`src/rtl/grv_pair_serializer.sv`:
```
// grv_pair_serializer: FIFO of (grv1, grv2) pairs emitted as a serial stream, grv1 then grv2.
// Define GRV_DROP_CNT_EN to build the saturating dropped-pair counter; otherwise drop_cnt reads zero.
module grv_pair_serializer #(
   parameter int DEPTH = 8
) (
   input  logic                   clk,
   input  logic                   reset,
   input  logic [15:0]            grv1,
   input  logic [15:0]            grv2,
   input  logic                   in_valid,
   output logic                   in_ready,
   output logic [15:0]            sample_o,
   output logic                   sample_valid,
   input  logic                   sample_ready,
   output logic                   overflow,
   output logic [15:0]            drop_cnt,
   output logic [$clog2(DEPTH):0] fill_level
);
   localparam int AW = $clog2(DEPTH);
   localparam int CW = AW + 1;
   localparam logic [AW:0] FULL_CNT = CW'(DEPTH);
   localparam logic [1:0] ST_EMPTY = 2'd0, ST_FIRST = 2'd1, ST_SECOND = 2'd2;
   logic [15:0]   mem1_q [DEPTH];
   logic [15:0]   mem2_q [DEPTH];
   logic [AW-1:0] wr_ptr_q, wr_ptr_d, rd_ptr_q, rd_ptr_d;
   logic [AW:0]   count_q, count_d;
   logic [1:0]    state_q, state_d;
   logic [15:0]   sample_q, sample_d, nxt_g1;
   logic          valid_q, valid_d, ovf_q;
   logic          full, push, drop, pop;
   always_comb begin
      full     = count_q == FULL_CNT;
      push     = reset & in_valid & ~full;
      drop     = reset & in_valid & full;
      pop      = (state_q == ST_SECOND) & sample_ready;
      count_d  = count_q + CW'(push) - CW'(pop);
      wr_ptr_d = push ? wr_ptr_q + AW'(1) : wr_ptr_q;
      rd_ptr_d = pop ? rd_ptr_q + AW'(1) : rd_ptr_q;
      // A pair pushed on the same edge its predecessor leaves is not in memory yet.
      nxt_g1   = (count_q == CW'(1)) ? grv1 : mem1_q[rd_ptr_q + AW'(1)];
      state_d  = state_q;
      sample_d = sample_q;
      valid_d  = valid_q;
      case (state_q)
         ST_EMPTY: if (count_q != '0) begin
            state_d  = ST_FIRST;
            sample_d = mem1_q[rd_ptr_q];
            valid_d  = 1'b1;
         end
         ST_FIRST: if (sample_ready) begin
            state_d  = ST_SECOND;
            sample_d = mem2_q[rd_ptr_q];
         end
         ST_SECOND: if (sample_ready) begin
            state_d  = (count_d != '0) ? ST_FIRST : ST_EMPTY;
            sample_d = (count_d != '0) ? nxt_g1 : sample_q;
            valid_d  = count_d != '0;
         end
         default: begin
            state_d = ST_EMPTY;
            valid_d = 1'b0;
         end
      endcase
   end
   always_ff @(posedge clk) begin
      if (push) begin
         mem1_q[wr_ptr_q] <= grv1;
         mem2_q[wr_ptr_q] <= grv2;
      end
   end
   always_ff @(posedge clk) begin
      if (!reset) begin
         wr_ptr_q <= '0;
         rd_ptr_q <= '0;
         count_q  <= '0;
         state_q  <= ST_EMPTY;
         sample_q <= 16'h0000;
         valid_q  <= 1'b0;
         ovf_q    <= 1'b0;
      end else begin
         wr_ptr_q <= wr_ptr_d;
         rd_ptr_q <= rd_ptr_d;
         count_q  <= count_d;
         state_q  <= state_d;
         sample_q <= sample_d;
         valid_q  <= valid_d;
         ovf_q    <= ovf_q | drop;
      end
   end
`ifdef GRV_DROP_CNT_EN
   logic [15:0] drop_cnt_q;
   always_ff @(posedge clk) begin
      if (!reset) drop_cnt_q <= 16'h0000;
      else if (drop && drop_cnt_q != 16'hFFFF) drop_cnt_q <= drop_cnt_q + 16'd1;
   end
   assign drop_cnt = drop_cnt_q;
`else
   assign drop_cnt = 16'h0000;
`endif
   assign in_ready     = ~full;
   assign sample_o     = sample_q;
   assign sample_valid = valid_q;
   assign overflow     = ovf_q;
   assign fill_level   = count_q;
endmodule

```
`config.mk`:
```
export PLATFORM = sky130hd
export DESIGN_NAME = grv_pair_serializer
export DESIGN_NICKNAME = d
export VERILOG_FILES = /design/src/rtl/grv_pair_serializer.sv
export SDC_FILE = /design/constraint.sdc
export NUM_CORES = 1
export LEC_CHECK = 0
export CAP_MARGIN = 30
export CORE_MARGIN = 2
export CORE_UTILIZATION = 60
export CTS_BUF_LIST = sky130_fd_sc_hd__clkbuf_8
export CTS_CLUSTER_SIZE = 24
export DETAILED_ROUTE_END_ITERATION = 10
export PLACE_DENSITY = 0.8
export SETUP_SLACK_MARGIN = 0.1
export SLEW_MARGIN = 10
export SYNTH_ARGS = -nofsm -noshare
export SYNTH_HDL_FRONTEND = slang
export SYNTH_SLANG_ARGS = --single-unit
```
`constraint.sdc`:
```
create_clock -name clk -period 11.25 [get_ports clk]
set_input_delay 1.125 -clock clk [delete_from_list [all_inputs] [get_ports clk]]
set_output_delay 1.125 -clock clk [all_outputs]
set_load 0.05 [all_outputs]
```
==> impl_summary.log <==
INFO  metric number_of_hold_buffers_added_after_cts = 0
INFO  metric drt_wl_total = 26.9 mm
INFO  metric cts_htree_levels = 2
INFO  metric worst-setup-path-type = in -> reg
INFO  metric worstMarginPinSlew = 0.765 ns
INFO  metric ranking_of_synthesized_cells_by_instance_count = edfxtp_1, mux4_2, nand2_1
INFO  metric cts_root_buf = clkbuf_8
INFO  metric grt_usage = 25.4%
INFO  metric timing.fmax = 210 MHz
INFO  metric power-per-cell-area = 193 nW/µm²
INFO  metric timing.critical_path.arrival = 5.20 ns
INFO  metric worst_setup_path_end_kind = register
INFO  metric outcome = complete, no violations
INFO  metric drt-initial-drc-count = 713
INFO  metric cts_buffers = 45
INFO  metric area_growth_from_synthesis_to_layout = 14.2%
INFO  metric dieHeight = 149 µm
INFO  metric detailroute.via_count = 6,812
INFO  metric ctsLongestPathBuffers = 3
INFO  metric io_pins = 75
INFO  metric grt_max_degree = 45
INFO  metric holdWs = 0.494 ns
INFO  metric vias_per_cell = 6.44
INFO  metric synthesized_area = 12,500 µm²
INFO  metric synth-main-ff-cell = edfxtp_1
INFO  metric yosys.area.top_type = edfxtp_1
INFO  metric synth.distinct_cells = 54
INFO  metric drt_pre_antenna_iters = 5
INFO  metric hp-class = reg -> reg
INFO  metric nFillCells = 1,241
INFO  metric report.final.setup_viol = 0
INFO  metric tritoncts = done
INFO  metric clkTransAtPathRegs = 0.06 ns
INFO  metric startpoint_type = primary input
INFO  metric clock_sinks = 289
INFO  metric grt_setup_unrepaired = false
INFO  metric postRouteAntennaNets = 0
INFO  metric power.static_leakage = 4.57 nW
INFO  metric area.sequential = 8350 µm²
INFO  metric synth_area_leaders = edfxtp_1, mux4_2, dfxtp_1
INFO  metric cts_repair_resize_count = 0
INFO  metric post_synth_inst_count = 664
INFO  metric layout_worst_path_cycle_share = 42.3%
INFO  metric final_nets = 800
INFO  metric path_cells = clkdlybuf4s50_1 -> buf_4 -> and3_1 -> clkinv_1 -> ha_1 -> inv_1 -> ha_1 -> inv_1 -> fa_1 -> xnor2_1 -> or3_1 -> o311ai_4 -> buf_4 -> or2b_1 -> o311a_1
INFO  metric share_of_the_yosys_chip_area_belonging_to_registers = 66.6%
INFO  metric drive_above_1_share = 23.7%
INFO  metric die_outline_width = 149 µm
INFO  metric rel_slew_slack = 48.7%
INFO  metric clkLatencyLatePin = 0.56 ns
INFO  metric post-synth-top-count-cell = edfxtp_1
INFO  metric worst_ep_required_time = 11.69 ns
INFO  metric maxCapViolCount = 0
INFO  metric site_rows = 52
INFO  metric worst_path_largest_cell_delay = 0.46 ns
INFO  metric place_congestion = 0.807
INFO  metric place.port_buffers = 58
INFO  metric design.core.area = 20,400 µm²
INFO  metric final-hold-violation-count = 0
INFO  metric wl_per_cell = 25.5 µm
INFO  metric dp.final_hpwl = 16.1 mm
INFO  metric synthArstFlopShare = 0%
INFO  metric final_period_minus_worst_setup_slack = 4.75 ns
INFO  metric grt_antenna_before_repair = 1
INFO  metric synth_warnings = 0
INFO  metric initial_core_util = 61.6%
INFO  metric yosys_register_bits = 289
INFO  metric area_of_combinational_cells_with_multiple_inputs = 3910 µm²
INFO  metric overall_die_area = 22,100 µm²
INFO  metric final-max-slew-violation-count = 0
INFO  metric drt_drc_violations_left = 0
INFO  metric synth_enable_flop_cells = 256
INFO  metric ir_worst_vdd = 0.102 mV
INFO  metric crit_path_top_delay_cell = clkdlybuf4s50_1
INFO  metric gr-total-overflow = 0
INFO  metric grt_pass1_wl = 41.6 mm
INFO  metric crit_path_max_fanout = 44
INFO  metric first_global_vias = 7,184
INFO  metric synth_top_cell_area_share = 61.3%
INFO  metric timing.clock.skew = 0.0161 ns
INFO  metric fin_setup_tns = 0 ns
INFO  metric postCtsSetupBuffers = 0
INFO  metric avgSynthCellArea = 18.9 µm²
INFO  metric total_power = 0.00277 W
==> cell families (layout without fill, tap and decap cells) <==
kind of cell	after synthesis	after routing	synth area share (%)
AO/OA/AOI/OAI	65	65	4.29
AND/OR/NAND/NOR	108	108	4.63
other	1	17	0.0299
flip-flops	289	289	66.6
adder cells (fa/ha/maj)	14	14	1.46
buffers and inverters	68	175	3.20
XOR/XNOR	6	6	0.419
multiplexers	113	113	19.4
==> path summary, 6_finish.rpt <==
check | cells after the start | endpoint | slack (ns) | startpoint
max reg2reg | 16 | sample_o[2] | 7.11 | fill_level[2]
max | 15 | sample_o[2] | 6.50 | reset
min reg2reg | 2 | overflow | 0.49 | overflow
min | 2 | overflow | 0.49 | overflow
==> routing by layer <==
metal,up-vias,track usage (%),wire length (µm)
met1,3454,35.0,10400
met2,363,40.5,13300
met3,72,5.67,2460
li1,2923,-,-
met5,-,0,0
met4,0,9.81,793
==> layout make-up <==
| cell class | instances | area share [%] |
|---|---|---|
| flip-flops and latches | 289 | 58.3 |
| multi-input cells | 322 | 27.3 |
| repair buffers | 80 | 5.38 |
| clock buffers | 48 | 4.61 |
| well taps | 270 | 2.36 |
| clock inverters | 35 | 1.67 |
| inverters | 12 | 0.315 |
| diodes | 1 | 0.0175 |
==> worst max-delay path: cells and delay by family <==
kind / cells / cell delay, ns
AOI/OAI and AO/OA: 2 / 0.34
and+or+nand+nor: 3 / 1.00
xor gates and xnor gates: 1 / 0.17
adders and majority gates: 3 / 0.92
buffers and inverters: 6 / 1.63
==> layout by cell type, fill, tap and decap left out, types with 3 or more instances in the layout <==
cell type          n
nand4_1           11
mux4_2            74
inv_1             18
a22oi_1           11
mux2_2            11
clkinv_1          13
xnor2_1            5
clkdlybuf4s50_1   58
nand2_1           34
dfxtp_1           32
conb_1            16
nor3b_1           11
edfxtp_1         256
a211oi_1           5
nor2_1             8
a21oi_1            3
nand3_1            3
buf_4             20
and2_1             7
a22o_1             5
nand2b_1           8
o311a_1            5
o22ai_1           12
mux4_1            22
clkinv_2           9
and3_1             3
bufinv_16          3
clkbuf_8          48
ha_1              12
mux2i_1            6
a32o_1            11
nor2_4             3
nor2b_1            6
nor3_2             4
a221o_1            5
==> metrics by stage <==
stage               worst slack (ns)  util, %  area, µm²  instances
detailed placement              6.00     65.8      13400        971
finish                          6.50     70.3      14300       1057
global placement                6.17     65.6      13400        969
global route                    6.33     70.3      14300       1056
CTS                             6.56     70.2      14300       1054
floorplan                       5.85        -      12600        679
==> sequential cells by signal, summed over array words and instances (netlist names), named ones only <==
signal and count:
mem1_q 128, mem2_q 128, sample_o 16, fill_level 4
rd_ptr_q 3, wr_ptr_q 3, state_q 2, overflow 1
sample_valid 1
==> power breakdown <==
group,switching [W],internal [W],total [W]
clock,0.000397,0.000468,0.000866
combinational,0.000384,0.000260,0.000644
sequential,0.0000369,0.00122,0.00126
Note: power is estimated with default switching activity, not from simulation.
